==> src/rtl/sound_pkg.sv <==
// Shared definitions for the sound sequencer: register map, CTRL field layout
// and small helpers used by the per-channel logic.
package sound_pkg;

    // Register offsets within a channel's 4-register window
    localparam logic [1:0] REG_PERIOD = 2'd0;
    localparam logic [1:0] REG_CTRL   = 2'd1;
    localparam logic [1:0] REG_LENGTH = 2'd2;
    localparam logic [1:0] REG_STATUS = 2'd3;

    // CTRL bit positions
    localparam int CTRL_VOL_LSB     = 0;
    localparam int CTRL_WIDTH_LSB   = 5;
    localparam int CTRL_ENV_UP      = 8;
    localparam int CTRL_ENV_PER_LSB = 9;
    localparam int CTRL_LEN_EN      = 12;
    localparam int CTRL_TRIGGER     = 15;

    localparam logic [4:0] VOL_MAX = 5'd31;

    // Stored CTRL fields; packed so that it maps 1:1 onto CTRL[12:0]
    typedef struct packed {
        logic       len_en;    // [12]
        logic [2:0] env_per;   // [11:9]
        logic       env_up;    // [8]
        logic [2:0] width;     // [7:5]
        logic [4:0] init_vol;  // [4:0]
    } ctrl_t;

    // Extract the storable CTRL fields from a write word
    function automatic ctrl_t unpack_ctrl(input logic [15:0] w);
        return ctrl_t'(w[12:0]);
    endfunction

    // One envelope step, saturating at 0 and VOL_MAX
    function automatic logic [4:0] vol_step(input logic [4:0] v, input logic up);
        logic [4:0] r;
        if (up) begin
            if (v == VOL_MAX) r = v;
            else              r = v + 5'd1;
        end else begin
            if (v == 5'd0)    r = v;
            else              r = v - 5'd1;
        end
        return r;
    endfunction

endpackage

==> src/rtl/sound_seq_chan.sv <==
// One sound channel's register set, length counter and volume envelope.
// All channel-facing outputs come straight from flops.
module sound_seq_chan
    import sound_pkg::*;
(
    input  logic        clk,
    input  logic        rst_n,
    input  logic        wr_period,
    input  logic        wr_ctrl,
    input  logic        wr_length,
    input  logic [15:0] wdata,
    input  logic        tick,
    output logic [15:0] period,
    output logic [4:0]  volume,
    output logic [2:0]  width,
    output logic        active,
    output logic [15:0] ctrl_rd,
    output logic [15:0] len_rd,
    output logic [15:0] status
);

    logic [15:0] period_r,  period_s;
    ctrl_t       ctrl_r,    ctrl_s;
    logic [7:0]  len_cnt_r, len_cnt_s;
    logic [2:0]  env_cnt_r, env_cnt_s;
    logic [4:0]  cur_vol_r, cur_vol_s;
    logic        active_r,  active_s;
    logic [4:0]  volume_r,  volume_s;

    ctrl_t       wr_fields_s;
    logic        trig_s;
    logic        len_step_s;
    logic        env_step_s;

    // Next state: writes and triggers win; tick updates fill in the rest
    always_comb begin
        wr_fields_s = unpack_ctrl(wdata);
        trig_s      = wr_ctrl & wdata[CTRL_TRIGGER];
        // A trigger reloads counters, so the tick is not applied on top of it
        len_step_s  = tick & active_r & ctrl_r.len_en & (len_cnt_r != 8'd0)
                      & ~trig_s & ~wr_length;
        env_step_s  = tick & active_r & (ctrl_r.env_per != 3'd0) & ~trig_s;

        period_s  = period_r;
        ctrl_s    = ctrl_r;
        len_cnt_s = len_cnt_r;
        env_cnt_s = env_cnt_r;
        cur_vol_s = cur_vol_r;
        active_s  = active_r;
        volume_s  = 5'd0;

        if (wr_period) period_s = wdata;
        else           period_s = period_r;

        if (wr_ctrl) ctrl_s = wr_fields_s;
        else         ctrl_s = ctrl_r;

        if (wr_length) begin
            len_cnt_s = wdata[7:0];
        end else if (len_step_s) begin
            len_cnt_s = len_cnt_r - 8'd1;
            if (len_cnt_r == 8'd1) active_s = 1'b0;
            else                   active_s = active_r;
        end else begin
            len_cnt_s = len_cnt_r;
        end

        if (trig_s) begin
            cur_vol_s = wr_fields_s.init_vol;
            env_cnt_s = wr_fields_s.env_per;
            // A trigger with an exhausted length counter does not start the channel
            active_s  = ~(wr_fields_s.len_en & (len_cnt_r == 8'd0));
        end else if (env_step_s) begin
            if (env_cnt_r <= 3'd1) begin
                cur_vol_s = vol_step(cur_vol_r, ctrl_r.env_up);
                env_cnt_s = ctrl_r.env_per;
            end else begin
                cur_vol_s = cur_vol_r;
                env_cnt_s = env_cnt_r - 3'd1;
            end
        end else begin
            cur_vol_s = cur_vol_r;
            env_cnt_s = env_cnt_r;
        end

        if (active_s) volume_s = cur_vol_s;
        else          volume_s = 5'd0;
    end

    // Channel state registers
    always_ff @(posedge clk or negedge rst_n) begin
        if (!rst_n) begin
            period_r  <= 16'd0;
            ctrl_r    <= '0;
            len_cnt_r <= 8'd0;
            env_cnt_r <= 3'd0;
            cur_vol_r <= 5'd0;
            active_r  <= 1'b0;
            volume_r  <= 5'd0;
        end else begin
            period_r  <= period_s;
            ctrl_r    <= ctrl_s;
            len_cnt_r <= len_cnt_s;
            env_cnt_r <= env_cnt_s;
            cur_vol_r <= cur_vol_s;
            active_r  <= active_s;
            volume_r  <= volume_s;
        end
    end

    assign period  = period_r;
    assign volume  = volume_r;
    assign width   = ctrl_r.width;
    assign active  = active_r;
    assign ctrl_rd = {3'd0, ctrl_r};
    assign len_rd  = {8'd0, len_cnt_r};
    assign status  = {7'd0, active_r, env_cnt_r, cur_vol_r};

endmodule

==> src/rtl/sound_sequencer.sv <==
// CPU-facing register file and frame timebase for a bank of sound channels.
// Holds the frame divider, address decode and registered read mux; per-channel
// state lives in sound_seq_chan.
module sound_sequencer
    import sound_pkg::*;
#(
    parameter  int NUM_CH    = 4,
    parameter  int FRAME_DIV = 100000,
    localparam int CH_W      = (NUM_CH > 1) ? $clog2(NUM_CH) : 1,
    localparam int DIV_W     = $clog2(FRAME_DIV)
) (
    input  logic                  clk,
    input  logic                  rst_n,
    input  logic                  wr_en,
    input  logic                  rd_en,
    input  logic [CH_W+1:0]       addr,
    input  logic [15:0]           wdata,
    output logic [15:0]           rdata,
    output logic [16*NUM_CH-1:0]  ch_period,
    output logic [5*NUM_CH-1:0]   ch_volume,
    output logic [3*NUM_CH-1:0]   ch_width,
    output logic [NUM_CH-1:0]     ch_active,
    output logic                  frame_tick
);

    localparam logic [DIV_W-1:0] DIV_LAST = DIV_W'(FRAME_DIV - 1);
    localparam logic [DIV_W-1:0] DIV_ONE  = DIV_W'(1);

    logic [DIV_W-1:0] div_r, div_s;
    logic             tick_s;
    logic             frame_tick_r, frame_tick_s;

    logic [1:0]       reg_sel_s;
    logic [CH_W-1:0]  ch_idx_s;
    logic             ch_ok_s;

    logic [NUM_CH-1:0][15:0] rd_ch_s;
    logic [15:0]             rd_mux_s;
    logic [15:0]             rdata_r;

    assign reg_sel_s = addr[1:0];
    assign ch_idx_s  = addr[CH_W+1:2];
    assign ch_ok_s   = (32'(ch_idx_s) < NUM_CH);

    // Frame divider: wraps at FRAME_DIV-1; the tick is the wrap cycle
    always_comb begin
        tick_s = (div_r == DIV_LAST);
        if (tick_s) div_s = '0;
        else        div_s = div_r + DIV_ONE;
        frame_tick_s = (div_s == DIV_LAST);
    end

    // Divider and frame_tick registers; frame_tick mirrors the tick cycle
    always_ff @(posedge clk or negedge rst_n) begin
        if (!rst_n) begin
            div_r        <= '0;
            frame_tick_r <= 1'b0;
        end else begin
            div_r        <= div_s;
            frame_tick_r <= frame_tick_s;
        end
    end

    for (genvar i = 0; i < NUM_CH; i++) begin : g_ch
        logic        hit_s;
        logic [15:0] ctrl_rd_s;
        logic [15:0] len_rd_s;
        logic [15:0] status_s;
        logic [15:0] rd_val_s;

        assign hit_s = wr_en & ch_ok_s & (ch_idx_s == CH_W'(i));

        sound_seq_chan u_chan (
            .clk       (clk),
            .rst_n     (rst_n),
            .wr_period (hit_s & (reg_sel_s == REG_PERIOD)),
            .wr_ctrl   (hit_s & (reg_sel_s == REG_CTRL)),
            .wr_length (hit_s & (reg_sel_s == REG_LENGTH)),
            .wdata     (wdata),
            .tick      (tick_s),
            .period    (ch_period[16*i +: 16]),
            .volume    (ch_volume[5*i +: 5]),
            .width     (ch_width[3*i +: 3]),
            .active    (ch_active[i]),
            .ctrl_rd   (ctrl_rd_s),
            .len_rd    (len_rd_s),
            .status    (status_s)
        );

        // Per-channel register select for the read path
        always_comb begin
            case (reg_sel_s)
                REG_PERIOD: rd_val_s = ch_period[16*i +: 16];
                REG_CTRL:   rd_val_s = ctrl_rd_s;
                REG_LENGTH: rd_val_s = len_rd_s;
                REG_STATUS: rd_val_s = status_s;
                default:    rd_val_s = 16'd0;
            endcase
        end

        assign rd_ch_s[i] = rd_val_s;
    end

    // Channel select for the read path; an out-of-range channel reads 0
    always_comb begin
        rd_mux_s = 16'd0;
        for (int i = 0; i < NUM_CH; i++) begin
            rd_mux_s = rd_mux_s |
                       (((ch_ok_s) && (ch_idx_s == CH_W'(i))) ? rd_ch_s[i] : 16'd0);
        end
    end

    // Read data register: captures pre-write state on rd_en, holds otherwise
    always_ff @(posedge clk or negedge rst_n) begin
        if (!rst_n) begin
            rdata_r <= 16'd0;
        end else if (rd_en) begin
            rdata_r <= rd_mux_s;
        end else begin
            rdata_r <= rdata_r;
        end
    end

    assign rdata      = rdata_r;
    assign frame_tick = frame_tick_r;

endmodule

==> config.mk <==
export PLATFORM = sky130hd
export DESIGN_NAME = sound_sequencer
export DESIGN_NICKNAME = d
export VERILOG_FILES = /design/src/rtl/sound_pkg.sv /design/src/rtl/sound_seq_chan.sv /design/src/rtl/sound_sequencer.sv
export SDC_FILE = /design/constraint.sdc
export NUM_CORES = 1
export LEC_CHECK = 0
export CAP_MARGIN = 40
export CORE_AREA = 2 2 152 154
export DETAILED_ROUTE_END_ITERATION = 7
export DIE_AREA = 0 0 154 156
export DONT_BUFFER_PORTS = 1
export HOLD_SLACK_MARGIN = 0.02
export PLACE_DENSITY = 0.74
export SLEW_MARGIN = 10
export SYNTH_ARGS = -nofsm -noshare
export SYNTH_HDL_FRONTEND = slang
export SYNTH_SLANG_ARGS = --single-unit
==> constraint.sdc <==
create_clock -name clk -period 3.7 [get_ports clk]
set_input_delay 0.37 -clock clk [delete_from_list [all_inputs] [get_ports clk]]
set_output_delay 0.37 -clock clk [all_outputs]
set_load 0.02 [all_outputs]
# Word level (Yosys, flattened, before mapping)
# Index checks and enable logic that the tools add are counted.
[totals] output_inout_bits=117 register_bits=238 input_bits=24 elab_cells=250
[op_classes] n_addsub=17 eq_ne=16 n_lt_le_gt_ge=4 n_mux=73 n_reduce_logical=26 n_bitwise=67
[op_table] operator="one-hot mux 16 bit (4 select lines)" n=4
[op_table] operator="two-way mux 5 bit" n=28
[op_table] operator="two-way mux 16 bit" n=4
[op_table] operator="two-way mux 8 bit" n=8
[op_table] operator="AND 1 bit" n=52
[op_table] operator="OR 16 bit" n=3
[op_table] operator="two-way mux 3 bit" n=12
[op_table] operator="== test 17 bit, second input constant" n=2
[op_table] operator="== test 8 x 1 -> 1 bit, second input constant" n=4
[op_table] operator="zero test 8 bit" n=4
[op_table] operator="nonzero test 8 bit" n=4
[op_table] operator="subtractor 8 x 1 -> 8 bit, second input constant" n=4
[op_table] operator="adder 5 x 1 -> 5 bit, second input constant" n=4
[op_table] operator="== test 5 bit, second input constant" n=4
[op_table] operator="zero test 5 bit" n=4
[op_table] operator="subtractor 5 x 1 -> 5 bit, second input constant" n=4
[op_table] operator="adder 17 x 1 -> 17 bit, second input constant" n=1
[op_table] operator="two-way mux 17 bit" n=1
[op_table] operator="two-way mux 1 bit" n=16
[op_table] operator="nonzero test 2 bit" n=8
[op_table] operator="less-or-equal comparator 3 x 1 -> 1 bit, second input constant" n=4
[op_table] operator="inverter 1 bit" n=12
[op_table] operator="nonzero test 3 bit" n=4
[op_table] operator="subtractor 3 x 1 -> 3 bit, second input constant" n=4
[op_table] operator="3 further kinds" n=8

# Longest topological paths before layout
[depth] ltp_word=11 depth_mapped=9 ltp_nobuf=8

# Hierarchy
# A second synthesis with hierarchy kept.
[hier_totals] cells_unflattened=1441 hier_area_um2=14787.9
[modules_own_cells] module="sound_seq_chan" n_inst=4 seq_area_each_um2=1276.2 area_each_um2=2725.1 cells_per_inst=244
[modules_own_cells] module="sound_sequencer" n_inst=1 seq_area_each_um2=850.8 area_each_um2=3887.5 cells_per_inst=465

# Worst setup path after synthesis
# OpenSTA, ideal clock, no wires.
[synth_path] path_kind="register to register" start="register div_r[11]" end="register g_ch[3].u_chan.volume_r[3]" setup_ns=0.130 stages_incl_launch_ff=9 n_path_buf=2 t_arrival_ns=2.559 period_less_slack_ns=2.689 required_time_ns=3.570 slack_ns=1.011 cell_sequence="dfrtp_1 > buf_6 > or4b_4 > or4_4 > buf_2 > nor3_1 > mux2_2 > a22oi_1 > nor2_1"
[synth_between] elab_chain_len=10 elab_cells_between_ends=14 classes_between="1 x eq/ne; 6 x mux; 7 x bitwise"
[synth_lines] element="start, declared" line="sound_sequencer.sv:29" source="logic [DIV_W-1:0] div_r, div_s;"
[synth_lines] element="start signal, assigned" line="sound_sequencer.sv:59" source="div_r <= div_s;"
[synth_lines] element="== test 17 bit *" line="sound_sequencer.sv:47" source="tick_s = (div_r == DIV_LAST);"
[synth_lines] element="AND 1 bit *" line="sound_seq_chan.sv:40, sound_seq_chan.sv:42"
[synth_lines] element="AND 1 bit (2 in a row)" line="sound_seq_chan.sv:40" source="len_step_s = tick & active_r & ctrl_r.len_en & (len_cnt_r != 8'd0)"
[synth_lines] element="AND 1 bit (2 in a row)" line="sound_seq_chan.sv:41" source="& ~trig_s & ~wr_length;"
[synth_lines] element="two-way mux 1 bit" line="sound_seq_chan.sv:60" source="end else if (len_step_s) begin"
[synth_lines] element="two-way mux 1 bit" line="sound_seq_chan.sv:58" source="if (wr_length) begin"
[synth_lines] element="two-way mux 1 bit" line="sound_seq_chan.sv:68" source="if (trig_s) begin"
[synth_lines] element="two-way mux 5 bit *" line="sound_seq_chan.sv:86" source="if (active_s) volume_s = cur_vol_s;"
[synth_lines] element="named net g_ch[3].u_chan.volume_s[3]" line="sound_seq_chan.sv:28" source="logic [4:0] volume_r, volume_s;"
[synth_lines] element="end signal, assigned" line="sound_seq_chan.sv:107" source="volume_r <= volume_s;"
[synth_lines] element="end, declared" line="sound_seq_chan.sv:28"
# Mark *: on every way through the listed nets, which the timed path passes. The rest lies on a longest branch.
# A chain may end at the register's enable or synchronous reset.

# Final worst setup path
[layout_path] start="register div_r[13]" end="register g_ch[0].u_chan.volume_r[0]"
[layout_between] elab_chain_len=10 elab_cells_between_ends=14 classes_between="1 x eq/ne; 6 x mux; 7 x bitwise"
[layout_lines] element="== test 17 bit *" line="sound_sequencer.sv:47"
[layout_lines] element="AND 1 bit *" line="sound_seq_chan.sv:40, sound_seq_chan.sv:42"
[layout_lines] element="AND 1 bit (2 in a row)" line="sound_seq_chan.sv:40"
[layout_lines] element="AND 1 bit (2 in a row)" line="sound_seq_chan.sv:41"
[layout_lines] element="two-way mux 1 bit" line="sound_seq_chan.sv:60"
[layout_lines] element="two-way mux 1 bit" line="sound_seq_chan.sv:58"
[layout_lines] element="two-way mux 1 bit" line="sound_seq_chan.sv:68"
[layout_lines] element="two-way mux 5 bit *" line="sound_seq_chan.sv:86"
[layout_lines] element="named net g_ch[0].u_chan.volume_s[0]" line="sound_seq_chan.sv:28"
[layout_lines] element="end signal, assigned" line="sound_seq_chan.sv:107"
[layout_lines] element="end, declared" line="sound_seq_chan.sv:28"
# Marks and branches as above.

==> results.json <==
{
  "outcome": "finished with violations",
  "violations": "negative hold slack",
  "synth_nets": 1334,
  "seqCellArea_mm2": 0.005956,
  "cp-start-kind": "register",
  "diodes": 0,
  "ys_seq_area_share_pct": 45.05,
  "rsz0062_at_grt": "no",
  "final_cell_area_mm2": 0.01440,
  "io_pins": 141,
  "cts_resized": 0,
  "vias_per_cell": 6.613,
  "synth.distinct_cells": 70,
  "cts.root.buffer_cell": "clkbuf_16",
  "synth_top_area_share_pct": 45.05,
  "ir_drop_mv": 0.4982,
  "fp-row-count": 55,
  "drc": 0,
  "die_x_um": 154,
  "drive_gt1_share_pct": 18.91,
  "async_reset_ff_share_pct": 100.0,
  "numCtsBuffers": 26,
  "nFillCells": 1684,
  "synth.largest_area_cell": "dfrtp_1",
  "timing.final.crit_share_pct": 80.01,
  "cts.sinks": 238,
  "power_density_mw_per_mm2": 582.2,
  "coreArea_mm2": 0.02237,
  "clk_latency_ns": 0.55,
  "path_buf_inv": 0,
  "yosys_most_used_dff": "dfrtp_1",
  "hold_ws_ns": -0.4733,
  "wl_met3_um": 3384,
  "max_cap_violations": 0,
  "fin_skew_ns": 0.02599,
  "grt_max_degree": 239,
  "die_area_mm2": 0.02402,
  "nNetsFinal": 1301,
  "final_hold_viol_count": 238,
  "cp-startpoint": "div_r[13]",
  "synth_edf_count": 0,
  "synth_warnings": 0,
  "drt_iter0_markers": 1002,
  "slew_headroom_pct": 32.95,
  "finalSetupTns_ns": 0,
  "total_power_mw": 8.385,
  "wl_um": 37490,
  "crit_type": "reg -> reg",
  "path_cells": "or4b_4, or4_4, or3_1, a311oi_2, xnor2_1, a211oi_2",
  "postSynthCellCount": 1282,
  "postLayoutCoreUtil_pct": 64.40,
  "io_buffer_count": 0,
  "crit_path_end_kind": "register",
  "postRouteAntennaNets": 0,
  "cts_max_path_buffers": 3,
  "path_clk_slew_ns": 0.06,
  "syn-cell-area_mm2": 0.01322,
  "holdCritPathClass": "in -> async",
  "highest_layer": "met4",
  "htreeDepth": 1,
  "yosysMostFrequentCell": "dfrtp_1",
  "route.met2.wl_um": 17140,
  "routedWlPerCell_um": 24.20,
  "slew_viol_final": 0,
  "synthTopCellsByCount": "dfrtp_1 (238), mux2_2 (139), nor2_1 (125)",
  "synth.avg_cell_area_um2": 10.31,
  "slowest_stage": "or4_4",
  "grt_pass1_vias": 9800,
  "critPathRequiredTime_ns": 4.15,
  "r2r_slack_ns": 0.74,
  "worst-path-max-fanout": 14,
  "dp.final_hpwl_um": 24530,
  "reg2reg_from": "div_r[13]",
  "start_util_pct": 59.10,
  "p_leak_nw": 6.050,
  "drt-met1-wl_um": 15630,
  "cp_top_family": "simple AND/OR/NAND/NOR gates",
  "setup_viol": 0,
  "die_h_um": 156,
  "grt_overflow": 0,
  "worst_ep_arrival_time_ns": 3.41,
  "vias": 10243,
  "worstMarginPinSlew_ns": 1.002,
  "ys_ff_latch": 238,
  "grt_usage_pct": 31.23,
  "cpPeakStageDelay_ns": 0.70,
  "dr.pass1.iters": 5,
  "cts_tree": "done",
  "gp_congestion": 0.8826,
  "period_needed_ns": 2.960,
  "netlist_top_cells_area": "dfrtp_1 (45%), mux2_2 (12%), nor2_1 (3.5%), mux4_2 (3.2%), a21oi_1 (3.0%)",
  "area_delta_synth_final_pct": 8.963,
  "grt_pass1_wl_um": 58040,
  "multiInputGateArea_mm2": 0.006634,
  "fmax_mhz": 337.8,
  "postPlaceCellArea_mm2": 0.01324,
  "antenna_found_initial": 0
}
## flip-flops by register name, indices dropped and copies added, names as in the netlist
register	cells
div_r	17
g_ch.u_chan.env_cnt_r	12
g_ch.u_chan.len_cnt_r	32
g_ch.u_chan.width	12
g_ch.u_chan.period	64
g_ch.u_chan.active	4
g_ch.u_chan.cur_vol_r	20
frame_tick	1
g_ch.u_chan.ctrl_rd	40
rdata	16
g_ch.u_chan.volume	20
## placed cells by master, fill, tap and decap left out, drive strengths merged, types with 25 or more instances in the layout
cell / n
ha: 28
nor3: 32
nand2: 75
dfrtp: 238
mux2: 139
mux2i: 33
nor2: 125
o21ai: 43
clkbuf: 38
xor2: 25
a21oi: 78
inv: 47
nand3: 31
## repair_timing
item | CTS | global route
endpoints found under the hold margin | 429 | 239
buffers inserted | 0 | 0
hold buffers | 20 | 1
## cells by family after synthesis
group | Yosys count | share of synthesized area, %
AND/OR/NAND/NOR | 388 | 14.93
AO/OA/AOI/OAI | 243 | 11.95
flip-flops | 238 | 45.05
multiplexers | 191 | 17.58
buffers and inverters | 148 | 4.799
XOR/XNOR | 46 | 3.048
adder cells (fa/ha/maj) | 28 | 2.650
## metrics by stage
| stage | std cells | setup slack (ns) | hold slack, ns |
|---|---|---|---|
| floorplan | 1282 | 1.011 | 0.07441 |
| global placement | 1478 | 0.8189 | 0.08218 |
| detailed placement | 1482 | 0.7652 | 0.08203 |
| CTS | 1545 | 0.7519 | -0.4778 |
| global route | 1549 | 0.5832 | -0.4923 |
| finish | 1549 | 0.7398 | -0.4733 |
## report_power, final
part           internal [mW]  total, mW  switching, mW  leakage, nW
combinational          0.803       1.51          0.704         2.72
clock                   1.67       2.72           1.05        0.438
sequential              3.13       4.16           1.03         2.89
## area by class of cell
cell class              count  area share, %
multi-input cells         896          46.06
clock buffers              38          5.455
well taps                 285          2.476
flip-flops and latches    238          41.35
inverters                  47          1.225
clock inverters             5         0.7905
repair buffers             40          2.649
## routing by layer
metal	vias to the layer above	track usage, %
li1	4559	-
met1	5089	44.77
met2	499	48.15
met3	96	5.028
met4	0	12.06
met5	-	0
## path summary, 6_finish.rpt
check	endpoint	depth (start not counted)
worst max register to register	g_ch[0].u_chan.volume[0]	6
min in group clk	rdata[5]	2
worst min register to register	g_ch[0].u_chan.ctrl_rd[4]	1
worst max-delay path	g_ch[0].u_chan.volume[0]	6
max in group asynchronous	g_ch[1].u_chan.ctrl_rd[11]	0
worst min-delay path	g_ch[3].u_chan.volume[2]	0
(Power assumes the default switching activity.)
